`src/rtl/sakebi_ipv4_packet_rx.sv`:
```
// sakebi_ipv4_packet_rx: byte-serial IPv4 header parser that forwards exactly the IPv4 payload.
// Define SAKEBI_IPV4_CSUM_CHECK_EN to also reject headers whose ones'-complement sum is not 16'hFFFF.
module sakebi_ipv4_packet_rx #(
    parameter int DATA_WIDTH    = 8,
    parameter int IP_ADDR_WIDTH = 32
) (
    input  logic                     i_axis_ACLK,
    input  logic                     i_axis_ARESET,
    input  logic                     i_axis_TVALID,
    output logic                     o_axis_TREADY,
    input  logic [DATA_WIDTH-1:0]    i_axis_TDATA,
    input  logic [15:0]              i_ethertype,
    output logic                     o_axis_TVALID,
    input  logic                     i_axis_TREADY,
    output logic [DATA_WIDTH-1:0]    o_axis_TDATA,
    output logic [IP_ADDR_WIDTH-1:0] o_src_ip_addr,
    output logic [IP_ADDR_WIDTH-1:0] o_dst_ip_addr,
    output logic [7:0]               o_protocol,
    output logic [15:0]              o_total_length,
    output logic                     o_hdr_valid,
    output logic                     o_hdr_err
);
    typedef enum logic [2:0] {IDLE, HEADER, OPTIONS, PAYLOAD, DROP} state_t;

    state_t                   r_state;
    state_t                   w_state_nxt;
    logic [15:0]              r_cnt;
    logic [15:0]              r_rem;
    logic [7:0]               r_ver_ihl;
    logic [15:0]              r_tl;
    logic [7:0]               r_proto;
    logic [IP_ADDR_WIDTH-1:0] r_src;
    logic [IP_ADDR_WIDTH-1:0] r_dst;
    logic [IP_ADDR_WIDTH-1:0] w_dst;
    logic [15:0]              w_hlen;
    logic [15:0]              w_plen;
    logic                     w_bad;
    logic                     w_last;
    logic                     w_csum_bad;
    logic                     w_fwd;
    logic                     w_accept;
    logic                     w_err;
    logic                     w_unused_tready;

    assign o_axis_TREADY   = 1'b1;
    assign w_unused_tready = i_axis_TREADY;

    assign w_hlen = {10'd0, r_ver_ihl[3:0], 2'b00};
    assign w_plen = r_tl - w_hlen;
    assign w_bad  = (r_ver_ihl[7:4] != 4'd4) || (r_ver_ihl[3:0] < 4'd5) || (r_tl < w_hlen);
    assign w_last = (r_state == HEADER && r_cnt == 16'd19 && r_ver_ihl[3:0] == 4'd5) ||
                    (r_state == OPTIONS && r_cnt == w_hlen - 16'd1);
    // With IHL=5 the last destination byte is still on the input when the header is accepted
    assign w_dst  = (r_state == HEADER) ? {r_dst[IP_ADDR_WIDTH-DATA_WIDTH-1:0], i_axis_TDATA} : r_dst;

`ifdef SAKEBI_IPV4_CSUM_CHECK_EN
    logic [7:0]  r_hi;
    logic [15:0] r_csum;
    logic [16:0] w_sum_raw;
    logic [15:0] w_csum_nxt;

    assign w_sum_raw  = {1'b0, r_csum} + {1'b0, r_hi, i_axis_TDATA};
    assign w_csum_nxt = w_sum_raw[15:0] + {15'd0, w_sum_raw[16]};
    assign w_csum_bad = (w_csum_nxt != 16'hFFFF);

    // Even header bytes wait in r_hi; each odd byte completes a 16-bit word
    always_ff @(posedge i_axis_ACLK) begin
        if (i_axis_ARESET) begin
            r_hi   <= 8'd0;
            r_csum <= 16'd0;
        end else if (r_state == IDLE) begin
            r_hi   <= i_axis_TDATA;
            r_csum <= 16'd0;
        end else if (r_state == HEADER || r_state == OPTIONS) begin
            if (r_cnt[0]) r_csum <= w_csum_nxt;
            else r_hi <= i_axis_TDATA;
        end
    end
`else
    assign w_csum_bad = 1'b0;
`endif

    always_ff @(posedge i_axis_ACLK) begin
        if (i_axis_ARESET) r_state <= DROP;
        else r_state <= w_state_nxt;
    end

    always_comb begin
        w_state_nxt = r_state;
        w_fwd       = 1'b0;
        w_accept    = 1'b0;
        w_err       = 1'b0;
        case (r_state)
            IDLE: if (i_axis_TVALID) w_state_nxt = (i_ethertype == 16'h0800) ? HEADER : DROP;
            HEADER, OPTIONS: begin
                if (!i_axis_TVALID) begin
                    w_err       = 1'b1;
                    w_state_nxt = IDLE;
                end else if (r_state == HEADER && r_cnt == 16'd19 && w_bad) begin
                    w_err       = 1'b1;
                    w_state_nxt = DROP;
                end else if (w_last && w_csum_bad) begin
                    w_err       = 1'b1;
                    w_state_nxt = DROP;
                end else if (w_last) begin
                    w_accept    = 1'b1;
                    w_state_nxt = (w_plen == 16'd0) ? DROP : PAYLOAD;
                end else if (r_state == HEADER && r_cnt == 16'd19) begin
                    w_state_nxt = OPTIONS;
                end
            end
            PAYLOAD: begin
                if (!i_axis_TVALID) begin
                    w_err       = 1'b1;
                    w_state_nxt = IDLE;
                end else begin
                    w_fwd       = 1'b1;
                    w_state_nxt = (r_rem == 16'd1) ? DROP : PAYLOAD;
                end
            end
            DROP: if (!i_axis_TVALID) w_state_nxt = IDLE;
            default: w_state_nxt = DROP;
        endcase
    end

    always_ff @(posedge i_axis_ACLK) begin
        if (i_axis_ARESET) begin
            o_axis_TVALID  <= 1'b0;
            o_axis_TDATA   <= '0;
            o_hdr_valid    <= 1'b0;
            o_hdr_err      <= 1'b0;
            o_src_ip_addr  <= '0;
            o_dst_ip_addr  <= '0;
            o_protocol     <= 8'd0;
            o_total_length <= 16'd0;
            r_cnt          <= 16'd0;
            r_rem          <= 16'd0;
            r_ver_ihl      <= 8'd0;
            r_tl           <= 16'd0;
            r_proto        <= 8'd0;
            r_src          <= '0;
            r_dst          <= '0;
        end else begin
            o_axis_TVALID <= w_fwd;
            o_hdr_valid   <= w_accept;
            o_hdr_err     <= w_err;
            if (w_fwd) o_axis_TDATA <= i_axis_TDATA;
            if (r_state == IDLE) begin
                r_cnt     <= 16'd1;
                r_ver_ihl <= i_axis_TDATA;
            end else if (r_state == HEADER || r_state == OPTIONS) begin
                r_cnt <= r_cnt + 16'd1;
            end
            if (r_state == HEADER) begin
                if (r_cnt == 16'd2 || r_cnt == 16'd3) r_tl <= {r_tl[7:0], i_axis_TDATA};
                if (r_cnt == 16'd9) r_proto <= i_axis_TDATA;
                if (r_cnt >= 16'd12 && r_cnt <= 16'd15) r_src <= {r_src[IP_ADDR_WIDTH-DATA_WIDTH-1:0], i_axis_TDATA};
                if (r_cnt >= 16'd16 && r_cnt <= 16'd19) r_dst <= w_dst;
            end
            if (w_accept) begin
                o_src_ip_addr  <= r_src;
                o_dst_ip_addr  <= w_dst;
                o_protocol     <= r_proto;
                o_total_length <= r_tl;
                r_rem          <= w_plen;
            end else if (w_fwd) begin
                r_rem <= r_rem - 16'd1;
            end
        end
    end
endmodule

```
`config.mk`:
```
export PLATFORM = sky130hd
export DESIGN_NAME = sakebi_ipv4_packet_rx
export DESIGN_NICKNAME = d
export VERILOG_FILES = /design/src/rtl/sakebi_ipv4_packet_rx.sv
export SDC_FILE = /design/constraint.sdc
export NUM_CORES = 1
export LEC_CHECK = 0
export CORE_MARGIN = 2
export CORE_UTILIZATION = 50
export DETAILED_ROUTE_END_ITERATION = 7
export PLACE_DENSITY_LB_ADDON = 0.12
export SYNTH_ARGS = -nofsm -noshare
export SYNTH_HDL_FRONTEND = slang
export SYNTH_SLANG_ARGS = --single-unit
```
`constraint.sdc`:
```
create_clock -name i_axis_ACLK -period 3.75 [get_ports i_axis_ACLK]
set_clock_uncertainty 0.2 [all_clocks]
set_input_delay 0.9375 -clock i_axis_ACLK [delete_from_list [all_inputs] [get_ports i_axis_ACLK]]
set_output_delay 0.9375 -clock i_axis_ACLK [all_outputs]
set_load 0.01 [all_outputs]
```
# Word level (Yosys, flattened, before mapping)

Cells that the tools add are included.

Bits in registers: 230
Bits in latches: 0
Memory bits (writable): 0
Bits in read-only memories: 0
Input bits: 28
Output and inout port bits: 100
Logic and storage cells: 91
Memories: 0

Add/sub/neg operators: 4
Multiply operators: 0
Divide/modulo/power cells: 0
Magnitude comparators: 6
Equality and inequality tests: 16
Shifts and indexed selects: 0
Multiplexer cells: 26
Bitwise operators: 0
Reduce and logical (&&, ||, !) cells: 22

Operators by type and width:

| cell                    | number |
|---|---|
| $eq A16 B2 Y1 const B   | 2 |
| $mux W16                | 2 |
| $mux W32                | 1 |
| $mux W3                 | 10 |
| $add A16 B1 Y16 const B | 1 |
| $eq A16 B1 Y1 const B   | 1 |
| $eq A16 B12 Y1 const B  | 1 |
| $eq A16 B16 Y1          | 1 |
| $eq A16 B4 Y1 const B   | 1 |
| $eq A16 B5 Y1 const B   | 1 |
| $ge A16 B4 Y1 const B   | 1 |
| $ge A16 B5 Y1 const B   | 1 |
| $le A16 B4 Y1 const B   | 1 |
| $le A16 B5 Y1 const B   | 1 |
| $logic_not A16 Y1       | 1 |
| $lt A16 B6 Y1           | 1 |
| $sub A16 B1 Y16 const B | 1 |
| $sub A16 B6 Y16         | 1 |
| $pmux W3 S4             | 1 |
| $mux W1                 | 11 |
| $reduce_and A2 Y1       | 4 |
| $sub A6 B1 Y7 const B   | 1 |
| $eq A3 B2 Y1 const B    | 2 |
| $logic_and A1 B1 Y1     | 6 |
| 13 further kinds        | 20 |

# Logic depth before layout (Yosys ltp)

Gate-level depths: netlist of the first run.

Depth after elaboration: 9
Mapped depth: 12
Mapped depth without buffers: 9

# Worst setup path after synthesis of the first run

No wires, ideal clock.

Path kind: reg2reg
Start: reg r_ver_ihl[1]
End: reg r_state[1]
Library setup time: 117 ps
Arrival time: 2620 ps
Data required time: 3433 ps
Slack: 813 ps
Cell stages (with the launch flop): 9
Buffers on the path: 0
Clock period less this slack: 2937 ps
Path through: dfxtp_1 > inv_1 > ha_1 > or3b_2 > nor4_1 > o2111ai_1 > nand2_4 > or4b_1 > a32o_1

Word-level cells in the longest chain between the ends: 8

RTL lines:

| item                                                                    | RTL line | RTL |
|---|---|---|
| start: declaration                                                      | 29       | `logic [7:0] r_ver_ihl;` |
| start signal: assignment                                                | 150      | `r_ver_ihl <= i_axis_TDATA;` |
| parallel branches: the longest is 8 deep, another holds $sub A16 B6 Y16 | -        |  |
| end signal: assignment                                                  | 85       | `else r_state <= w_state_nxt;` |
| end: declaration                                                        | 25       | `state_t r_state;` |

Several ways; the timed one is not identified.
A chain may end at the register's enable or synchronous reset.

# Final worst setup path of the first run

Ends and elaborated chain as after synthesis.

==> metrics list, run 1 <==
- Run status: finished, final reports clean
- Number of pins with negative max-slew slack in the final report: 0
- Routing usage on met2: 39.0%
- Data arrival time of the critical path: 3.49 ns
- Port buffering added 125 buffers.
- Number of distinct standard cells referenced by the synthesized netlist: 67
- Kind of end point of the critical path: flip-flop
* Number of levels in the clock H-tree: 1
- Remaining max-slew budget at the tightest pin: 53.9%
- For this run, the leading register cell type out of synthesis is sky130_fd_sc_hd__dfxtp_1.
* Clock tree sinks: 230
* Syn-to-layout area delta: 24.6%
- The worst hold path passes through 2 cells.
- In this run the standard cell core region covers 19400 sq um.
- Area of the die: 20800 sq um
* Worst-path fanout max: 7
* Hold path start: r_proto[0]$_SDFFE_PP0P_
* Startpoint of the most critical register-to-register path: r_ver_ihl[1]$_SDFFE_PP0P_
- Largest area contributor in the synthesized netlist: sky130_fd_sc_hd__dfxtp_1
- In this run the power density over the cells is 473 nW/um^2.
* Capture point of the worst reg-to-reg path: r_state[1]$_SDFFE_PP0P_
- TritonCTS Buffers: 25
- In the synthesized netlist the async set-or-reset flop fraction comes to 0%.
* Static Leak: 4.10 nW
* Wire length per cell: 16.2 um
* Fraction of final layout cells with drive strength greater than 1: 8.36%
- Number of enable-type register cells in the synthesized netlist: 0
- After the last flow step, the layout net total stands at 1315.
- Met3 global-route usage: 5.17%
- Cells fill 63.1% of the core in the end.
- After the first detailed-routing iteration, the DRC count stood at 654.
- Average instance area after synthesis: 8.35 sq um
* Number of max-cap violations: 0
- The total overflow left after global routing is 0.
- Number of warnings printed during yosys synthesis: 0
* Number of design rule violations left after detail routing: 0
- Post-Place Worst Slack: 0.400 ns
- Via count: 8292
- Entering global routing, the biggest net connects 102 pins.
* Filler cell count: 1763
- Clock tree from TritonCTS: yes
* Synthesized net count: 1218
- Setup violations, final: 0
* Cell types with the largest area share after synthesis: sky130_fd_sc_hd__dfxtp_1 47%, sky130_fd_sc_hd__nand2_1 11%, sky130_fd_sc_hd__a21oi_1 7.8%
- Global routing used 23.6% of the available tracks.
- Pin placement for this block handled 128 I/O pins.
- Unrepaired setup endpoints after global routing: false
- STA classifies the critical path startpoint as a flip-flop.
- Global routing consumed, on the met1 layer, 32.0% of the routing resources.
* Routed vias/inst: 5.33
* Transition time at the pin with the least slew margin: 0.685 ns
* Clock-pin transition on the worst setup and hold timing paths: 0.06 ns
- FF-to-FF path depth: 9
- The number of antenna violations at the first check in global routing is 0.
- Most Crowded Layer GR: met2
* Class of the worst hold path: reg -> reg
* Antenna-violating nets left: 0
* Number of antenna repair diodes: 0
- The longest clock path from root to sink contains 3 buffers.
* Period Utilization, post-route: 87.7%
* Wirelength, routed: 25.2 mm
- Synthesized instance count: 1177
* Number of hold violations in the final report: 0
* Post-synthesis instance area: 9830 sq um
- Clock latency reported for the late side of the worst-skew pair: 0.52 ns
- Total power for the finished layout comes to 5.80 mW.
* Count of TritonRoute iterations in the first routing pass: 5
- Timing would allow up to 0.304 GHz.
- The via count of the first global-routing pass is 7815.
- Critical path type: reg -> reg
- The setup check on the worst reg-to-reg path leaves a slack of 0.46 ns.
- Worst hold-check slack: 0.246 ns
* Accumulated negative setup slack: 0 ns
* Die Y: 144 um
- Total of cells resized after clock tree synthesis: 0
* HPWL Detailed: 16.3 mm
- Peak supply drop: 0.000396 V
- Chip width: 144 um
- The initial utilization of the core area, before any placement, comes to 50.7%.
* Post-synthesis register bit count: 230
- Routability-driven placement finished with a final weighted congestion of 0.845.
- Buffers inserted to repair hold after CTS numbered 0.
* Setup slack after layout: 0.463 ns
* Number of standard-cell rows in the floorplan: 51
* Yosys top cell area share: 46.8%
- Required time of the worst setup path: 3.95 ns
* First-pass GRT wire length: 39.6 mm
* Hold Crit Endpoint: o_protocol[0]$_SDFFE_PP0P_
- CTS root buf: sky130_fd_sc_hd__clkbuf_16
* Fin crit period: 3.29 ns
- Sequential cells were found to cover 46.8% of the synthesized design area.
* Post-CTS Setup Bufs: 0
## synth_stat cells (all sizes together) (2+ instances only)
cell type / n
a31oi: 5
and4: 2
nand3b: 3
mux2i: 57
nor4b: 7
buf: 23
nand2: 294
or3b: 2
nor3b: 5
or4: 6
nand2b: 3
xor2: 10
or3: 9
and3: 5
nand3: 18
o21ai: 12
o21a: 3
dfxtp: 230
a21oi: 154
clkbuf: 52
nor2b: 7
mux2: 32
nor4: 12
inv: 15
a21o: 3
xnor2: 27
or2: 3
nor2: 101
nand4: 7
a22oi: 3
ha: 12
or4b: 3
nor3: 19
and2: 2
a211oi: 9
## per-stage QoR
step,cells,area [sq um]
4_1_cts,1557,12200
2_1_floorplan,1177,9830
3_5_place_dp,1512,11300
3_3_place_gp,1512,11300
5_1_grt,1557,12200
6_report,1557,12200
## power by group
part	switching (mW)	internal [mW]	total [mW]
Sequential	0.0275	2.47	2.50
Clock	0.993	1.74	2.73
Combinational	0.336	0.233	0.569
## worst max-delay path by stage
stage,start,end,slack (ns),cells after the start
CTS,r_ver_ihl[1]$_SDFFE_PP0P_,r_state[1]$_SDFFE_PP0P_,0.52,9
global route,r_ver_ihl[1]$_SDFFE_PP0P_,r_state[1]$_SDFFE_PP0P_,0.33,9
floorplan,r_ver_ihl[1]$_SDFFE_PP0P_,r_state[1]$_SDFFE_PP0P_,0.81,8
detailed placement,i_axis_TVALID,r_rem[6]$_SDFFE_PP0P_,0.40,8
finish,r_ver_ihl[1]$_SDFFE_PP0P_,r_state[1]$_SDFFE_PP0P_,0.46,9
global placement,i_axis_TVALID,r_rem[6]$_SDFFE_PP0P_,0.43,8
## per-layer routing
| layer | up-vias | routed length (um) |
|---|---|---|
| met2 | 200 | 11600 |
| li1 | 4178 | - |
| met4 | 0 | 337 |
| met5 | - | 0 |
| met1 | 3883 | 11600 |
| met3 | 31 | 1640 |
## critical path: stages, from the launching register on
cell and delay, ns:
sky130_fd_sc_hd__dfxtp_1 0.35, sky130_fd_sc_hd__inv_1 0.11, sky130_fd_sc_hd__ha_1 0.20, sky130_fd_sc_hd__or3b_2 0.49, sky130_fd_sc_hd__nor4_1 0.52, sky130_fd_sc_hd__o2111ai_1 0.20
sky130_fd_sc_hd__buf_4 0.21, sky130_fd_sc_hd__nand2_4 0.11, sky130_fd_sc_hd__or4b_1 0.51, sky130_fd_sc_hd__a32o_1 0.28
## final cells by class
| class | count | area, sq um | share of cell area (%) |
|---|---|---|---|
| inverters | 15 | 56.3 | 0.460 |
| multi-input cells | 857 | 4870 | 39.8 |
| clock inverters | 9 | 199 | 1.62 |
| clock buffers | 36 | 717 | 5.85 |
| repair buffers | 145 | 1470 | 12.0 |
| flip-flops and latches | 230 | 4600 | 37.6 |
| well taps | 265 | 332 | 2.71 |
## cell usage in the layout, fill, tap and decap left out, drive strengths merged, types with 6 or more instances in the layout
cell	netlist	layout
mux2i	57	57
nor2	101	101
xnor2	27	27
buf	23	21
o21ai	12	12
nand2	294	294
xor2	10	10
clkbuf	52	36
a211oi	9	9
a21oi	154	154
nor2b	7	7
nor4	12	12
or3	9	9
dfxtp	230	230
nand3	18	18
or4	6	6
bufinv	0	6
ha	12	12
nand4	7	7
mux2	32	32
inv	15	16
clkdlybuf4s50	0	124
nor4b	7	7
nor3	19	19
## cells by family (layout without fill, tap and decap cells)
group,count (synthesis),in the layout,share of synthesized area [%]
xor+xnor,37,37,3.30
mux,89,89,9.47
buf+inv,90,205,3.87
simple gates,512,512,23.0
other cells,1,1,0.0382
fa+ha+maj,14,14,1.83
flops,230,230,46.8
compound gates,204,204,11.6
## sequential cells by signal, summed over array words and instances, names as in the netlist, 3 cells and up
signal	count
r_ver_ihl	8
o_protocol	8
o_total_length	16
r_cnt	16
r_src	32
o_dst_ip_addr	32
r_proto	8
r_state	3
o_src_ip_addr	32
r_dst	32
r_tl	16
r_rem	16
o_axis_TDATA	8
Note: power is estimated with default switching activity, not from simulation.
==> run 2, diff against run 1 <==
--- a/config.mk
+++ b/config.mk
@@ -6,7 +6,7 @@
 export NUM_CORES = 1
 export LEC_CHECK = 0
 export CORE_MARGIN = 2
-export CORE_UTILIZATION = 50
+export CORE_UTILIZATION = 30
 export DETAILED_ROUTE_END_ITERATION = 7
 export PLACE_DENSITY_LB_ADDON = 0.12
 export SYNTH_ARGS = -nofsm -noshare
==> metrics list, run 2 (synthesized netlist as in run 1, its figures left out) <==
* Startpoint types: flip-flop
- Number of standard-cell rows in the floorplan: 66
* Count of TritonRoute iterations in the first routing pass: 4
* Area of the placeable core: 32400 sq um
* Total of cells resized after clock tree synthesis: 0
- Total power divided by cell area: 469 nW/um^2
- Headroom to the max-slew limit came out at 40.4%.
* Peak supply drop: 0.000444 V
- Number of ports placed on the die boundary: 128
- Fin crit period: 3.22 ns
- Highest achievable clock rate: 0.311 GHz
- The internal power of the cells totals 4.45 mW.
- Together, buffers and inverters on the worst path number 1.
- For this configuration, the core starts out at a cell density of 30.4%.
* Power dissipated by switching net loads: 1.45 mW
- TritonCTS Buffers: 28
* Clock-pin transition on the worst setup and hold timing paths: 0.06 ns
- Number of levels in the clock H-tree: 1
- Static Leak: 4.18 nW
* Clk pwr share: 47.8%
* Worst path cell trace: or4b_4, or4_4, o21ai_1, a22o_4, buf_12, nor2_1, a211oi_1
* Routed vias/inst: 4.76
- First-pass GRT wire length: 44.7 mm
* Filler cell count: 3371
- Unrepaired setup endpoints after global routing: false
- Comb power frac: 9.9%
- Of the total power, registers draw 42.3%.
- The tree built by TritonCTS fans out to 230 sinks.
- The floorplan step set the die width to 185 um.
- Setup violations remaining at the end of the flow were counted as 0.
- Area of the die: 34200 sq um
- Detailed placement ended at an HPWL of 18.5 mm.
- Number of pins with negative max-slew slack in the final report: 0
- Clock tree from TritonCTS: yes
- Setup slack on the critical path of the routed design comes to 0.533 ns.
- Nets@finish: 1325
* Run status: finished, final reports clean
- Summing all multi-input logic gate instances after layout gives 4870 sq um.
- Via count: 8302
- The number of hold buffers added after CTS was 0.
- From bottom edge to top edge, the die measures 185 um.
- Number of instances on the worst hold path: 2
- Worst path slowest cell: sky130_fd_sc_hd__or4b_4
* Wire length per cell: 16.2 um
* Worst reg2reg setup slack: 0.53 ns
- For the pin with the worst max-slew slack, the measured transition is 0.893 ns.
* Number of hold violations in the final report: 0
- Top library cells by usage in the layout, fill and taps aside: 293 x sky130_fd_sc_hd__nand2_1, 230 x sky130_fd_sc_hd__dfxtp_1, 154 x sky130_fd_sc_hd__a21oi_1
* Register cell area after layout: 4600 sq um
* Largest delay share family, worst path: simple AND/OR/NAND/NOR gates
- After layout, the design draws a total of 5.91 mW.
- In this run the critical register-to-register path is launched from r_cnt[5]$_SDFFE_PP0P_.
- FF-to-FF path depth: 7
* Post-Place Worst Slack: 0.365 ns
- The worst setup path is of the reg -> reg kind.
- CTS root buf: sky130_fd_sc_hd__clkbuf_16
- Number of max-cap violations: 0
- For hold timing, the worst endpoint is o_dst_ip_addr[24]$_SDFFE_PP0P_.
- The worst register-to-register path ends at r_rem[8]$_SDFFE_PP0P_.
- The detailed router finished its first iteration with 430 violations.
- Largest net degree at the start of global routing: 110
- Hold path start: o_dst_ip_addr[24]$_SDFFE_PP0P_
- The via count of the first global-routing pass was 7960.
* Wirelength, routed: 28.3 mm
- Accumulated negative setup slack: 0 ns
* Post-CTS Setup Bufs: 0
* Antenna-violating nets left: 0
* Total global routing overflow: 0
- Routability-driven placement finished with a final weighted congestion of 0.767.
* Number of antenna repair diodes: 0
* Data arrival time of the critical path: 3.47 ns
- Most common cell after layout, fill and taps aside: sky130_fd_sc_hd__nand2_1
* Number of design rule violations left after detail routing: 0
- The min-delay analysis places its worst path in the category reg -> reg.
- In this run the worst path has a maximum fanout of 40.
- Of the total power, the share spent switching nets is 24.6%.
- Total global-route track usage: 16.4%
* Worst-case clock buffer depth: 3
- Period Utilization, post-route: 85.8%
- Largest stage delay on the critical path: 0.55 ns
- Required time of the worst setup path: 4.01 ns
- Clock latency on the worst-skew pair, taken at its later pin, is 0.55 ns.
- The number of antenna violations at the first check in global routing is 0.
- Syn-to-layout area delta: 28.1%
- Port buffering added 125 buffers.
- The most critical setup path has its startpoint at r_cnt[5]$_SDFFE_PP0P_.
- Kind of end point of the critical path: flip-flop
- Of the cells placed in the final design, the portion with a size suffix greater than 1 is 9.36%.
## run 2: how the worst max path moves through the flow
stage | end | slack (ns) | cells past startpoint
2_1_floorplan | r_state[1]$_SDFFE_PP0P_ | 0.81 | 8
4_1_cts | r_rem[8]$_SDFFE_PP0P_ | 0.49 | 7
3_3_place_gp | r_rem[8]$_SDFFE_PP0P_ | 0.38 | 8
5_1_grt | r_rem[8]$_SDFFE_PP0P_ | 0.35 | 7
6_report | r_rem[8]$_SDFFE_PP0P_ | 0.53 | 7
3_5_place_dp | r_rem[7]$_SDFFE_PP0P_ | 0.37 | 7
## run 2: power by group through the flow
stage / Clock [mW] / Combinational, mW / Sequential (mW)
finish: 2.82 / 0.585 / 2.50
global route: 2.99 / 0.649 / 2.50
CTS: 2.91 / 0.591 / 2.50
detailed placement: 0 / 0.588 / 2.55
global placement: 0 / 0.590 / 2.55
floorplan: 0 / 0.407 / 2.55
## run 2: worst reg2reg max path: stages, from the launching register on
cell and delay, ns:
sky130_fd_sc_hd__dfxtp_1 0.38, sky130_fd_sc_hd__or4b_4 0.55, sky130_fd_sc_hd__or4_4 0.53, sky130_fd_sc_hd__o21ai_1 0.48, sky130_fd_sc_hd__a22o_4 0.44, sky130_fd_sc_hd__buf_12 0.28, sky130_fd_sc_hd__nor2_1 0.08, sky130_fd_sc_hd__a211oi_1 0.19
## run 2: per-stage QoR
step / area [sq um] / hold WS, ns / utilization (%) / std cells
after global routing: 12600 / 0.265 / 38.9 / 1745
after floorplan: 9830 / 0.232 / - / 1177
after CTS: 12600 / 0.252 / 38.9 / 1745
after detailed placement: 11600 / 0.245 / 35.9 / 1696
after global placement: 11600 / 0.242 / 35.9 / 1696
final: 12600 / 0.250 / 38.9 / 1745
## run 2: area by class of cell
type                       count  area share, %
clock buffer                  36           6.20
clock inverter                13           1.56
inverter                      15          0.447
multi-input combinational    857           38.7
sequential                   230           36.6
tap                          442           4.39
timing repair buffer         152           12.1
## run 2: metal layers
layer	up-vias	wire (um)	GRT usage [%]	part of all wire (%)
li1	4199	-	-	-
met1	3910	13600	22.5	48
met2	161	12800	26.3	45
met3	32	1410	3.60	5.0
met4	0	510	3.52	1.8
met5	-	0	0	0
